--- config.mk ---
export PLATFORM = sky130hd
export DESIGN_NAME = reg_file_2r1w
export DESIGN_NICKNAME = d
export VERILOG_FILES = /design/src/rtl/reg_file_2r1w_pkg.sv /design/src/rtl/reg_file_2r1w_read_port.sv /design/src/rtl/reg_file_2r1w.sv
export SDC_FILE = /design/constraint.sdc
export NUM_CORES = 2
export LEC_CHECK = 0
export CORE_AREA = 2 2 318 320
export CTS_CLUSTER_DIAMETER = 50
export DETAILED_ROUTE_END_ITERATION = 8
export DIE_AREA = 0 0 320 322
export PLACE_DENSITY = 0.77
export SLEW_MARGIN = 15
export SYNTH_ARGS = -nofsm -noshare
export SYNTH_HDL_FRONTEND = slang
export SYNTH_HIERARCHICAL = 1
export SYNTH_SLANG_ARGS = --single-unit
export TNS_END_PERCENT = 100
--- constraint.sdc ---
create_clock -name clk -period 6.74 [get_ports clk]
set_input_delay 1.011 -clock clk [delete_from_list [all_inputs] [get_ports clk]]
set_output_delay 1.011 -clock clk [all_outputs]
set_load 0.005 [all_outputs]
--- src/rtl/reg_file_2r1w_pkg.sv ---
// Shared constants for the ALU_REG operand register file.
package reg_file_2r1w_pkg;

    // Default datapath widths of the ALU_REG operand path.
    localparam int WORD_SIZE = 32;
    localparam int ADDR_SIZE = 5;

    // Register 0 is the hard-wired zero register.
    localparam int ZERO_REG_ADDR = 0;

endpackage : reg_file_2r1w_pkg

--- src/rtl/reg_file_2r1w_read_port.sv ---
// One combinational read path: address mux, write-first bypass, zero-register force.
module reg_read_port
    import reg_file_2r1w_pkg::*;
#(
    parameter int word_size = WORD_SIZE,
    parameter int addr_size = ADDR_SIZE
) (
    input  logic [addr_size-1:0] rd_addr,
    input  logic [word_size-1:0] mem [2**addr_size],
    input  logic                 w_en,
    input  logic [addr_size-1:0] w_addr,
    input  logic [word_size-1:0] w_data,
    output logic [word_size-1:0] rd_data
);

    logic is_zero;

    assign is_zero = (rd_addr == addr_size'(ZERO_REG_ADDR));

    // Select stored word; a same-edge write to this address wins, register 0 always reads 0.
    always_comb begin
        rd_data = mem[rd_addr];
        if (w_en && (w_addr == rd_addr)) begin
            rd_data = w_data;
        end
        if (is_zero) begin
            rd_data = '0;
        end
    end

endmodule : reg_read_port

--- src/rtl/reg_file_2r1w.sv ---
// Two-read / one-write operand register file feeding the R2/R3 logic-unit buses.
module reg_file_2r1w
    import reg_file_2r1w_pkg::*;
#(
    parameter int word_size = WORD_SIZE,
    parameter int addr_size = ADDR_SIZE
) (
    input  logic                 clk,
    input  logic                 rst,
    input  logic                 W_en,
    input  logic [addr_size-1:0] W_addr,
    input  logic [word_size-1:0] W_data,
    input  logic                 RD_en,
    input  logic [addr_size-1:0] RA2_addr,
    input  logic [addr_size-1:0] RA3_addr,
    output logic [word_size-1:0] R2,
    output logic [word_size-1:0] R3,
    output logic                 Rd_valid
);

    localparam int depth = 2**addr_size;

    logic [word_size-1:0] mem_reg [depth];
    logic [addr_size-1:0] rd_addr [2];
    logic [word_size-1:0] rd_data [2];
    logic [word_size-1:0] r2_reg;
    logic [word_size-1:0] r3_reg;
    logic                 rd_valid_reg;
    logic                 wr_ok;

    // Writes to the zero register are dropped so entry 0 stays cleared.
    assign wr_ok = W_en && (W_addr != addr_size'(ZERO_REG_ADDR));

    assign rd_addr[0] = RA2_addr;
    assign rd_addr[1] = RA3_addr;

    // Index 0 drives the R2 path, index 1 the R3 path.
    generate
        for (genvar gi = 0; gi < 2; gi++) begin : g_port
            reg_read_port #(
                .word_size (word_size),
                .addr_size (addr_size)
            ) u_port (
                .rd_addr (rd_addr[gi]),
                .mem     (mem_reg),
                .w_en    (W_en),
                .w_addr  (W_addr),
                .w_data  (W_data),
                .rd_data (rd_data[gi])
            );
        end
    endgenerate

    // Storage array: cleared on reset, otherwise one write per cycle.
    always_ff @(posedge clk) begin
        if (rst) begin
            for (int i = 0; i < depth; i++) begin
                mem_reg[i] <= '0;
            end
        end else if (wr_ok) begin
            mem_reg[W_addr] <= W_data;
        end
    end

    // Operand output flops: load on a read request, otherwise hold; valid follows RD_en.
    always_ff @(posedge clk) begin
        if (rst) begin
            r2_reg       <= '0;
            r3_reg       <= '0;
            rd_valid_reg <= 1'b0;
        end else begin
            rd_valid_reg <= RD_en;
            if (RD_en) begin
                r2_reg <= rd_data[0];
                r3_reg <= rd_data[1];
            end
        end
    end

    assign R2       = r2_reg;
    assign R3       = r3_reg;
    assign Rd_valid = rd_valid_reg;

endmodule : reg_file_2r1w
==> results.yml <==
place:
  port_buffers: 115
  dp_hpwl_mm: 114
  post_dp_cell_area_sq_um: 60000
  dp_slack_ns: 2.45
  gp_congestion: 0.896
pwr:
  power.density_nw_per_um2: 240
  pwr-share-comb_pct: 8.8
  switching_share_pct: 24.3
  internal_power_w: 0.0118
  vdd_drop_max_mv: 0.270
  power.switching_w: 0.00378
  p_leak_nw: 29.3
  p_clk_share_pct: 49.0
  power.total_w: 0.0155
  seqPwrFrac_pct: 42.2
clocking:
  clk_latency_ns: 0.74
  cts_buffers: 131
  clock-sinks: 1089
  htree_levels: 4
  cts_setup_buffers: 0
  cts_max_path_buffers: 3
  clockRootBuffer: "clkbuf_16"
  clk_pin_slew_worst_paths_ns: 0.06
  cts_tree: "done"
  cts_hold_buf: 0
  post_cts_resized: 0
critical_path:
  crit_path_max_fanout: 38
  r2r-start: "mem_reg[529]"
  crit_type: "in2reg"
  rrSetupSlack_ns: 4.40
  end_kind: "flop"
  arrival_ns: 4.49
  worstPathRequired_ns: 7.40
  setup.worst_path.start_class: "primary input"
  rr_endpoint: "R2[17]"
  ff2ff_path_depth: 7
sta:
  fin_crit_ns: 3.83
  finalSetupTns_ns: 0
  maxSlewViolCount: 0
  skew_ns: 0.0248
  hold_ws_ns: 0.480
  timing.fmax_ghz: 0.261
  grt_setup_unrepaired: "no"
  maxSlewHeadroom_pct: 14.3
  hold_violations: 0
  setup_slack_ns: 2.91
  worst_slew_pin_slew_ns: 1.29
  setup_viol: 0
  period_share_pct: 56.8
synthesis:
  syn_avg_cell_area_sq_um: 11.1
  synth_top_family_by_area: "multiplexers"
  yosys_warnings: 6
  synth_compound_area_share_pct: 6.12
  synthCells: 5344
  syn_area_sq_um: 59300
  syn_nets: 5395
  yosysSeqAreaShare_pct: 36.8
  yosys.area_share.simple_pct: 14.5
  ys_seq_elements: 1089
  async_flop_share_pct: 0
  ys.flop_type: "dfxtp_1"
  synth_fa_ha_area_share_pct: 0
  synth_mux_area_share_pct: 36.9
  synth_edf_count: 0
  synth_cell_types: 65
  synth-xor-area-share_pct: 0.148
floorplanning:
  die-height_um: 322
  io_pins: 116
  die_area_sq_um: 103000
  initial_core_util_pct: 59.5
  die_width_um: 320
  core_sq_um: 99600
  rows: 116
run_status:
  status: "complete, no violations"
global_route:
  grt_start_max_net_pins: 146
  grt_overflow: 0
  antenna_found_initial: 10
  grt_usage_pct: 36.1
  grt_pass1_wl_mm: 282
  grt_pass1_vias: 44100
worst_hold_path:
  whs_path_depth: 1
  holdPathEnd: "mem_reg[1019]"
  hold_class: "reg2reg"
  hp-start: "mem_reg[1019]"
routing:
  wire_per_inst_um: 28.8
  drc: 0
  route.vias.total: 44600
  ant_nets: 0
  dr.pass1.iters: 6
  drt_iter0_markers: 5368
  postRouteWirelength_mm: 189
  post_drt_via_cell_ratio: 6.78
job:
  maxCapViolCount: 0
cells_and_area:
  drive_above_1_share_pct: 14.8
  design_area_sq_um: 64700
  area_delta_synth_final_pct: 9.13
  largest_reg_flops: 1024
  fillers: 7598
  fin_nets: 5224
[layout make-up]
type                    instances  area, sq um  share of cell area, %
multi-input cells            3700        34300                   53.0
flip-flops and latches       1089        21800                   33.7
clock buffers                 179         3820                   5.90
repair buffers                245         2260                   3.50
well taps                    1298         1620                   2.51
clock inverters                55          847                   1.31
inverters                       6         22.5                 0.0348
diodes                          1         2.50                0.00387
[Yosys cell counts (18+ instances only)]
cell | number | area share (%)
mux2i_1 | 1368 | 23
mux4_2 | 330 | 13
buf_4 | 95 | 1.2
a22oi_1 | 66 | 0.84
mux2_2 | 30 | 0.57
buf_12 | 20 | 0.68
a211oi_1 | 24 | 0.30
o22ai_1 | 34 | 0.36
o21ai_0 | 68 | 0.57
buf_2 | 103 | 0.87
a21oi_1 | 80 | 0.68
nand3_1 | 30 | 0.25
buf_6 | 27 | 0.51
a221oi_1 | 78 | 1.2
nor3_1 | 46 | 0.39
nor4_1 | 18 | 0.19
nor2_1 | 90 | 0.57
nor2b_1 | 55 | 0.58
a221o_1 | 26 | 0.44
nand2b_1 | 1038 | 11
clkbuf_1 | 272 | 1.7
nand2_1 | 96 | 0.61
dfxtp_1 | 1089 | 37
[power groups by stage]
stage	Combinational, W	Sequential, W	Clock (W)
2_1_floorplan	0.000938	0.00668	0
3_3_place_gp	0.00131	0.00670	0
3_5_place_dp	0.00132	0.00670	0
4_1_cts	0.00133	0.00656	0.00765
5_1_grt	0.00141	0.00657	0.00793
6_report	0.00137	0.00657	0.00761
[cells in the final DEF (no fill, tap or decap), types with 17 or more instances in the layout]
master / instances
clkbuf_8: 21
nor2_1: 88
buf_4: 125
a21oi_1: 80
nor3_1: 46
mux4_2: 330
a221o_1: 26
o21ai_0: 68
a211oi_1: 24
o22ai_1: 34
nand2b_1: 1026
mux2i_1: 1368
nor4_1: 18
nor2b_1: 51
clkbuf_16: 138
nand2_1: 82
clkbuf_1: 20
mux2_2: 30
dfxtp_1: 1089
bufinv_16: 20
clkinv_2: 17
nand2_2: 30
clkdlybuf4s50_1: 105
a221oi_1: 78
a22oi_1: 66
and4_1: 17
nand3_1: 28
[worst max-delay path, stage by stage]
cell	delay, ns
buf_4	0.46
buf_4	0.61
nand3b_1	0.72
o22ai_1	0.13
nor4_1	0.99
nor4b_1	0.12
nor2_1	0.19
mux2i_1	0.10
nor2_1	0.11
[per-stage QoR]
step,cells,util [%]
after floorplan,5344,-
after global placement,6338,60.3
after detailed placement,6338,60.3
after CTS,6572,64.9
after global routing,6572,65.0
final,6573,65.0
[kinds of logic after synthesis]
kind of cell	Yosys count
simple gates	1446
xor+xnor	10
flops	1089
buf+inv	555
compound gates	500
mux	1744
[worst max path at each step]
stage | depth (start not counted) | start | end
2_1_floorplan | 9 | RA2_addr[0] | R2[17]
3_3_place_gp | 9 | RA2_addr[2] | R2[15]
3_5_place_dp | 9 | RA2_addr[2] | R2[15]
4_1_cts | 9 | RA2_addr[2] | R2[15]
5_1_grt | 9 | RA2_addr[4] | R2[16]
6_report | 9 | RA2_addr[4] | R2[16]
[per-layer routing]
metal	routed length (um)	vias to the layer above	GRT usage, %
met2	83700	2519	55.5
met1	75100	22400	47.8
met3	20700	602	9.28
met4	9570	10	16.9
met5	57	-	0
li1	-	19100	-
Note: power is estimated with default switching activity, not from simulation.
